## config.mk

```make
export PLATFORM = sky130hd
export DESIGN_NAME = display_scan_scheduler_flat
export DESIGN_NICKNAME = d
export VERILOG_FILES = /design/src/rtl/display_scan_scheduler_if.sv /design/src/rtl/display_scan_scheduler.sv /design/src/flat_wrapper.sv
export SDC_FILE = /design/constraint.sdc
export NUM_CORES = 1
export LEC_CHECK = 0
export ABC_AREA = 1
export ABC_CLOCK_PERIOD_IN_PS = 4500
export BUFFER_PORTS_ARGS = -buffer_cell sky130_fd_sc_hd__buf_2
export CORE_ASPECT_RATIO = 0.75
export CORE_MARGIN = 8
export CORE_UTILIZATION = 63
export CTS_CLUSTER_SIZE = 10
export DETAILED_ROUTE_END_ITERATION = 7
export PLACE_DENSITY = 0.91
export SYNTH_ARGS = -nofsm -noshare
export SYNTH_HDL_FRONTEND = slang
export SYNTH_SLANG_ARGS = --single-unit
```

## constraint.sdc

```tcl
create_clock -name clk -period 4.5 [get_ports clk]
set_clock_uncertainty 0.2 [all_clocks]
set_input_delay 0.45 -clock clk [delete_from_list [all_inputs] [get_ports clk]]
set_output_delay 0.45 -clock clk [all_outputs]
set_load 0.1 [all_outputs]
```

## src/rtl/display_scan_scheduler_if.sv

```systemverilog
// Value request, conversion status and display pins between the switch-side top level and the scan scheduler.
interface display_scan_scheduler_if;
  logic [15:0] value_in;
  logic        value_valid;
  logic        busy;
  logic        done;
  logic [15:0] bcd_out;
  logic        overflow;
  logic [6:0]  seg;
  logic [3:0]  an;

  modport master (
    output value_in, value_valid,
    input  busy, done, bcd_out, overflow, seg, an
  );

  modport slave (
    input  value_in, value_valid,
    output busy, done, bcd_out, overflow, seg, an
  );
endinterface

```

## src/rtl/display_scan_scheduler.sv

```systemverilog
// Binary->BCD conversion (shift-add-3) feeding a 4-digit multiplexed seven-segment scan.
// Latency: done pulses in the cycle after edge E+17 for a request sampled at edge E.
// Backpressure: none; requests seen while busy is high are dropped.
module display_scan_scheduler #(
  parameter int REFRESH_DIV   = 100_000,
  parameter bit BLANK_LEADING = 1'b1
) (
  input  logic clk,
  input  logic reset,
  display_scan_scheduler_if.slave io
);
  localparam int CW = (REFRESH_DIV > 1) ? $clog2(REFRESH_DIV) : 1;

  typedef enum logic [1:0] {IDLE, SHIFT, DONE} state_t;

  state_t        state;
  logic [19:0]   scratch;
  logic [15:0]   shreg;
  logic [3:0]    bit_cnt;
  logic          busy_r;
  logic          done_r;
  logic [15:0]   bcd_r;
  logic          ovf_r;
  logic [CW-1:0] refresh_cnt;
  logic [1:0]    idx;
  logic [3:0]    an_r;
  logic [6:0]    seg_r;
  logic [6:0]    seg_next;
  logic [19:0]   scratch_adj;
  logic [35:0]   shifted;
  logic [3:0]    digit;
  logic          higher_zero;

  function automatic logic [19:0] add3(input logic [19:0] s);
    logic [19:0] r;
    r = s;
    for (int i = 0; i < 5; i++) begin
      if (s[4*i +: 4] >= 4'd5) r[4*i +: 4] = s[4*i +: 4] + 4'd3;
    end
    return r;
  endfunction

  function automatic logic [6:0] encode(input logic [3:0] d);
    case (d)
      4'd0:    return 7'b1000000;
      4'd1:    return 7'b1111001;
      4'd2:    return 7'b0100100;
      4'd3:    return 7'b0110000;
      4'd4:    return 7'b0011001;
      4'd5:    return 7'b0010010;
      4'd6:    return 7'b0000010;
      4'd7:    return 7'b1111000;
      4'd8:    return 7'b0000000;
      4'd9:    return 7'b0010000;
      default: return 7'b1111111;
    endcase
  endfunction

  assign scratch_adj = add3(scratch);
  assign shifted     = {scratch_adj, shreg} << 1;

  always_ff @(posedge clk) begin
    if (reset) begin
      state   <= IDLE;
      scratch <= '0;
      shreg   <= '0;
      bit_cnt <= '0;
      busy_r  <= 1'b0;
      done_r  <= 1'b0;
      bcd_r   <= '0;
      ovf_r   <= 1'b0;
    end else begin
      done_r <= 1'b0;
      case (state)
        IDLE: begin
          if (io.value_valid) begin
            shreg   <= io.value_in;
            scratch <= '0;
            bit_cnt <= '0;
            busy_r  <= 1'b1;
            state   <= SHIFT;
          end
        end
        SHIFT: begin
          scratch <= shifted[35:16];
          shreg   <= shifted[15:0];
          bit_cnt <= bit_cnt + 4'd1;
          if (bit_cnt == 4'd15) state <= DONE;
        end
        DONE: begin
          bcd_r  <= scratch[15:0];
          ovf_r  <= |scratch[19:16];
          done_r <= 1'b1;
          busy_r <= 1'b0;
          state  <= IDLE;
        end
        default: begin
          busy_r <= 1'b0;
          state  <= IDLE;
        end
      endcase
    end
  end

  // A digit is a leading zero when it and every more significant digit are zero.
  always_comb begin
    digit       = bcd_r[{idx, 2'b00} +: 4];
    higher_zero = 1'b1;
    for (int i = 0; i < 4; i++) begin
      if (i >= int'(idx) && bcd_r[4*i +: 4] != 4'd0) higher_zero = 1'b0;
    end
    if (ovf_r)
      seg_next = 7'b0111111;
    else if (BLANK_LEADING && idx != 2'd0 && higher_zero)
      seg_next = 7'b1111111;
    else
      seg_next = encode(digit);
  end

  always_ff @(posedge clk) begin
    if (reset) begin
      refresh_cnt <= '0;
      idx         <= '0;
      an_r        <= 4'b1111;
      seg_r       <= 7'b1111111;
    end else begin
      if (refresh_cnt == CW'(REFRESH_DIV - 1)) begin
        refresh_cnt <= '0;
        idx         <= idx + 2'd1;
      end else begin
        refresh_cnt <= refresh_cnt + 1'b1;
      end
      an_r  <= ~(4'b0001 << idx);
      seg_r <= seg_next;
    end
  end

  assign io.busy     = busy_r;
  assign io.done     = done_r;
  assign io.bcd_out  = bcd_r;
  assign io.overflow = ovf_r;
  assign io.an       = an_r;
  assign io.seg      = seg_r;
endmodule

```

## src/flat_wrapper.sv

```systemverilog
// flat-port wrapper written by rule: the top's interface ports become plain ports
module display_scan_scheduler_flat 
#(
  parameter int REFRESH_DIV   = 100_000,
  parameter bit BLANK_LEADING = 1'b1
)
  (clk, reset, io_value_in, io_value_valid, io_busy, io_done, io_bcd_out, io_overflow, io_seg, io_an);
  display_scan_scheduler_if io_i ();
  input  logic clk;
  input  logic reset;
  input wire logic [$bits(io_i.value_in)-1:0] io_value_in;
  input wire logic [$bits(io_i.value_valid)-1:0] io_value_valid;
  output wire logic [$bits(io_i.busy)-1:0] io_busy;
  output wire logic [$bits(io_i.done)-1:0] io_done;
  output wire logic [$bits(io_i.bcd_out)-1:0] io_bcd_out;
  output wire logic [$bits(io_i.overflow)-1:0] io_overflow;
  output wire logic [$bits(io_i.seg)-1:0] io_seg;
  output wire logic [$bits(io_i.an)-1:0] io_an;
  assign io_i.value_in = io_value_in;
  assign io_i.value_valid = io_value_valid;
  assign io_busy = io_i.busy;
  assign io_done = io_i.done;
  assign io_bcd_out = io_i.bcd_out;
  assign io_overflow = io_i.overflow;
  assign io_seg = io_i.seg;
  assign io_an = io_i.an;
  display_scan_scheduler #(.REFRESH_DIV(REFRESH_DIV), .BLANK_LEADING(BLANK_LEADING)) u_core (.clk(clk), .reset(reset), .io(io_i));
endmodule
```

; Yosys cells after proc, flatten, opt, wreduce, memory -nomap -nowiden
; Memories as Yosys holds them, arrays and structs flattened.
; Index checks and enable logic that the tools add are counted.
[op_classes]
addsub = 8
mul = 0
div_mod_pow = 0
magnitude_cmp = 8
eq_ne = 6
shift = 2
mux = 23
bitwise = 2
reduce_logical = 17
[ops]
columns = operator, n
row1 = one-hot mux 20 bit (2 select lines), 1
row2 = one-hot mux 16 bit (2 select lines), 1
row3 = "greater-or-equal comparator 4 x 3 -> 1 bit, second input constant", 5
row4 = 2-to-1 mux 20 bit, 1
row5 = 2-to-1 mux 4 bit, 5
row6 = "adder 17 x 1 -> 17 bit, second input constant", 1
row7 = "== test 17 bit, second input constant", 1
row8 = "adder 4 x 2 -> 4 bit, second input constant", 4
row9 = 2-to-1 mux 16 bit, 1
row10 = nonzero test 4 bit, 4
row11 = variable part select 16 x 5 -> 4 bit, 1
row12 = 2-to-1 mux 7 bit, 2
row13 = one-hot mux 4 bit (2 select lines), 1
row14 = 2-to-1 mux 1 bit, 6
row15 = AND reduction 2 bit, 3
row16 = "adder 4 x 1 -> 4 bit, second input constant", 1
row17 = "== test 4 bit, second input constant", 1
row18 = "greater-or-equal comparator 1 x 2 -> 1 bit, first input constant", 2
row19 = logical AND 1 bit, 4
row20 = 2-to-1 mux 2 bit, 2
row21 = NOT 4 bit, 1
row22 = one-hot mux 2 bit (2 select lines), 1
row23 = nonzero test 2 bit, 2
row24 = OR reduction 4 bit, 1
row25 = 14 further kinds, 14
[totals]
regBits = 91
latch_bits = 0
ram_bits = 0
romBits = 112
input_bits = 19
mem_count = 1
[memory_table]
columns = name, words, word_bits, read_ports, rd_clocked_by_memory_dff, write_ports, line
row1 = (no name shown), 16, 7, 1, 0, 0, display_scan_scheduler.sv:44  ; case (d)

; Logic depth before layout (Yosys ltp)
[logic_depth]
ltp_word = 9
mapped_depth = 12
depth_no_buf = 11

; Worst setup path after synthesis
; Ideal clock, no wire load.
[synth_timing]
path_type = reg-to-reg
from = register u_core.bcd_r[5] (netlist: u_core.io.bcd_out[5])
to = register u_core.seg_r[3] (netlist: u_core.io.seg[3])
t_arrival_ns = 1.816
t_required_ns = 4.177
setup_slack_ns = 2.361
stages_incl_launch_ff = 8
period_less_slack_ns = 2.139
path_cell_list = dfxtp_1 > nand2_1 > nand3_1 > nand2_1 > ha_1 > nand3_1 > nand3_1 > nand2_1
[synth_via]
elab_chain_len = 7
[synth_rtl]
columns = element, line
row1 = from (decl), display_scan_scheduler.sv:22  ; logic [15:0] bcd_r;
row2 = from (signal assigned), display_scan_scheduler.sv:91  ; bcd_r <= scratch[15:0];
row3 = "parallel branches: the longest is 7 deep, another holds memory (16 x 7 bit)", --
row4 = to (signal assigned), display_scan_scheduler.sv:134  ; seg_r <= seg_next;
row5 = to (decl), display_scan_scheduler.sv:27  ; logic [6:0] seg_r;
; Several ways; the timed one is not identified.
; A chain may end at the register's enable or synchronous reset.

; Worst setup path in the final report
[layout_timing]
from = register u_core.state[0]
to = register u_core.ovf_r (netlist: u_core.io.overflow)
[layout_via]
elab_chain_len = 1
[layout_rtl]
columns = element, line
row1 = from (decl), display_scan_scheduler.sv:16  ; state_t state;
row2 = from (signal assigned), display_scan_scheduler.sv:64  ; state <= IDLE;
row3 = from (signal assigned), display_scan_scheduler.sv:81  ; state <= SHIFT;
row4 = from (signal assigned), display_scan_scheduler.sv:88  ; if (bit_cnt == 4'd15) state <= DONE;
row5 = == test 2 bit, display_scan_scheduler.sv:74  ; case (state)
row6 = to (signal assigned), display_scan_scheduler.sv:92  ; ovf_r <= |scratch[19:16];
row7 = to (decl), display_scan_scheduler.sv:23  ; logic ovf_r;
; No other way between the ends.

==> results.yml <==
sta:
  hold_viol: 0
  timing.fmax_ghz: 0.446
  final_setup_fails: 0
  slew_headroom_pct: 25.2
  finalCritPeriodShare_pct: 49.8
  max_slew.worst_pin.slew_ps: 1120
  fin_tns_setup_ps: 0
  layout_min_cycle_time_ps: 2240
  rsz0062_at_grt: "false"
  drv_slew: 0
floorplan:
  number_of_rows_in_the_core_area: 26
  die_area_um2: 9780
  die_w_um: 112
  dieHeight_um: 87.7
  placeable_core_region_um2: 6730
  initial_core_util_pct: 64.0
  ios: 49
clocking:
  tritoncts.num_buffers: 9
  clock_latency_late_sink_ps: 350
  cts_setup_buffers: 0
  clockBufferDepth: 2
  clock_tree.htree_level_count: 3
  buffer_type_at_the_clock_tree_root: "sky130_fd_sc_hd__clkbuf_8"
  clkSinkCount: 91
  holdBufCountCts: 0
  tritoncts_clock_tree: "yes"
  postCtsResizedCells: 0
  worst_setup_hold_path_clk_slew_ps: 80
final_layout:
  antenna-diode-count: 0
  final_layout_size_suffix_gt1_share_pct: 14.5
  filler_cell_count: 546
  stdcell_area_um2: 4780
  nets: 662
  areaGrowthSynthToFinish_pct: 10.8
  layoutNonFillerInstCount: 710
  postLayoutCoreUtil_pct: 70.9
global_route:
  globalRoute.totalOverflow: 0
  antenna_violations_before_repair: 0
  global_route_wire_length_before_repair_um: 15300
  first_global_vias: 3456
  grt_start_max_net_pins: 40
  globalRouteTotalUtil_pct: 18.8
setup_path:
  cp_max_fo: 34
  critical_path_arrival_ps: 2280
  worst_setup_path_end_kind: "flip-flop"
  r2r_slack_ps: 2260
  crit_type: "flip-flop to flip-flop"
  critical_path.reg2reg.startpoint: "u_core.state[0]"
  worst_setup_sp_type: "flip-flop"
  worst_r2r_endpoint: "u_core.io.overflow"
  worst_r2r_path_depth: 4
  critical_path_required_ps: 4540
placed_design:
  gp_congestion: 0.864
  detailed_place.area_um2: 4540
  detailed_place_hpwl_um: 6330
  dp.cells: 694
  buffer_ports.inserted: 48
job:
  max_cap_viol_count: 0
power_and_ir_drop:
  power_leakage_nw: 1.97
  powerDensity_nw_per_um2: 336
  worst_ir_drop_vdd_mv: 0.215
logic_synthesis:
  yosys.area_share.simple_pct: 27.1
  synth_adder_area_share_pct: 6.38
  yosys.area.top_type_share_pct: 42.2
  seq_area_frac_synth_pct: 42.2
  yosys-top-cells-area: "sky130_fd_sc_hd__dfxtp_1 (42%), sky130_fd_sc_hd__nand2_1 (13%), sky130_fd_sc_hd__a21oi_1 (6.5%), sky130_fd_sc_hd__ha_1 (6.4%), sky130_fd_sc_hd__inv_1 (4.3%)"
  synth_compound_gate_area_share_pct: 14.7
  synth.lib_cells_used.distinct: 33
  synth.ff_latch_count: 91
  multiplexer_share_of_the_synthesized_area_pct: 0
  yosys_warnings: 0
  synth_top_area_cell: "sky130_fd_sc_hd__dfxtp_1"
  post_synth_instance_area_um2: 4310
  syn-instance-count: 582
  synth_top_family_by_area: "simple AND/OR/NAND/NOR gates"
  synth.net_count: 623
  synth_area_per_cell_um2: 7.41
  synth_xor_xnor_area_share_pct: 1.83
drt:
  wire_per_inst_um: 12.9
  detail_route.drc_violations: 0
  final_antenna_net_count: 0
  viasPerCell: 5.44
  tritonroute_pass_1_iters: 5
  first_iter_violations: 341
  route.vias.total: 3863
  wl_um: 9160
hold_path:
  min_delay_worst_endpoint: "u_core.shreg[2]"
  timing.hold.worst.class: "input pin to flip-flop"
  worst_hold_startpoint: "io_value_in[2]"
  hold-path-cell-count: 3
run_status:
  status: "complete, no violations"
==> logic make-up (layout without fill, tap and decap cells) <==
kind of cell,after synthesis,after routing
compound gates,116,116
fa+ha+maj,22,22
buf+inv,76,120
xor+xnor,9,9
simple gates,268,268
flops,91,91
==> synthesized netlist by cell type, drive strengths merged <==
master,number
dfxtp,91
a22oi,6
nand2,160
nor2,52
ha,22
a21oi,56
or2,6
inv,56
buf,11
a31oi,10
xor2,8
nand3,36
nand4,6
o21ai,39
a211oi,1
nor4,1
xnor2,1
o211ai,4
nor3,6
clkbuf,9
nand3b,1
==> cell type report <==
class,instances,area (µm²),share of cell area (%)
Tap cell,84,105,2.20
Inverter,56,213,4.45
Clock inverter,5,100,2.10
Sequential cell,91,1820,38.1
Clock buffer,11,141,2.96
Timing Repair Buffer,48,240,5.03
Multi-Input combinational cell,415,2160,45.1
==> state kept, by name, indices dropped and copies added, names as in the netlist <==
signal and cells:
u_core.io.busy 1, u_core.io.overflow 1, u_core.io.seg 7, u_core.bit_cnt 4
u_core.io.bcd_out 16, u_core.shreg 16, u_core.refresh_cnt 17, u_core.io.an 4
u_core.state 2, u_core.scratch 20, u_core.io.done 1, u_core.idx 2
==> worst max path at each step <==
stage                    endpoint  slack [ps]  cells after the start                 start
6_report       u_core.io.overflow        2260                      4       u_core.state[0]
5_1_grt        u_core.io.overflow        2030                      4       u_core.state[0]
4_1_cts        u_core.io.overflow        2300                      4       u_core.state[0]
3_5_place_dp     u_core.io.seg[2]        2010                      7                 reset
3_3_place_gp     u_core.io.seg[3]        2090                      7                 reset
2_1_floorplan    u_core.io.seg[3]        2360                      7  u_core.io.bcd_out[5]
==> stage by stage <==
step           worst slack, ps  total power, mW  hold WS, ps
6_report                  2260             1.60          144
5_1_grt                   2030             1.66          141
4_1_cts                   2300             1.61          128
3_5_place_dp              2010            0.973          239
3_3_place_gp              2090            0.970          225
2_1_floorplan             2360            0.954          218
==> worst max-delay path, stage by stage, from the launching register on <==
cell                       delay (ps)
sky130_fd_sc_hd__dfxtp_1          410
sky130_fd_sc_hd__nor2_2           900
sky130_fd_sc_hd__nand4_1          370
sky130_fd_sc_hd__o211ai_1         200
sky130_fd_sc_hd__inv_1             60
==> cell usage in the layout, fill, tap and decap left out, types with 4 or more instances in the layout <==
cell and instances:
sky130_fd_sc_hd__nand2_1 154, sky130_fd_sc_hd__dfxtp_1 91, sky130_fd_sc_hd__a21oi_1 56, sky130_fd_sc_hd__inv_1 49, sky130_fd_sc_hd__buf_2 48, sky130_fd_sc_hd__nor2_1 44, sky130_fd_sc_hd__o21ai_0 34, sky130_fd_sc_hd__nand3_1 33
sky130_fd_sc_hd__ha_1 22, sky130_fd_sc_hd__a31oi_1 10, sky130_fd_sc_hd__clkbuf_8 10, sky130_fd_sc_hd__xor2_1 8, sky130_fd_sc_hd__inv_2 6, sky130_fd_sc_hd__nor2_2 6, sky130_fd_sc_hd__nor3_1 6, sky130_fd_sc_hd__nand4_1 6
sky130_fd_sc_hd__a22oi_1 6, sky130_fd_sc_hd__o211ai_1 4, sky130_fd_sc_hd__o21ai_1 4
==> metal layers <==
| layer | GRT usage [%] | share of wire [%] |
|---|---|---|
| met5 | 0 | 0 |
| met1 | 22.3 | 46 |
| met2 | 31.9 | 46 |
| met4 | 6.80 | 1.2 |
| met3 | 5.65 | 6.4 |
==> power by group <==
group | total (mW) | internal [mW] | switching [mW]
sequential | 0.837 | 0.824 | 0.0125
combinational | 0.118 | 0.0282 | 0.0894
clock | 0.650 | 0.383 | 0.268
total | 1.60 | 1.23 | 0.369
(Power assumes the default switching activity.)
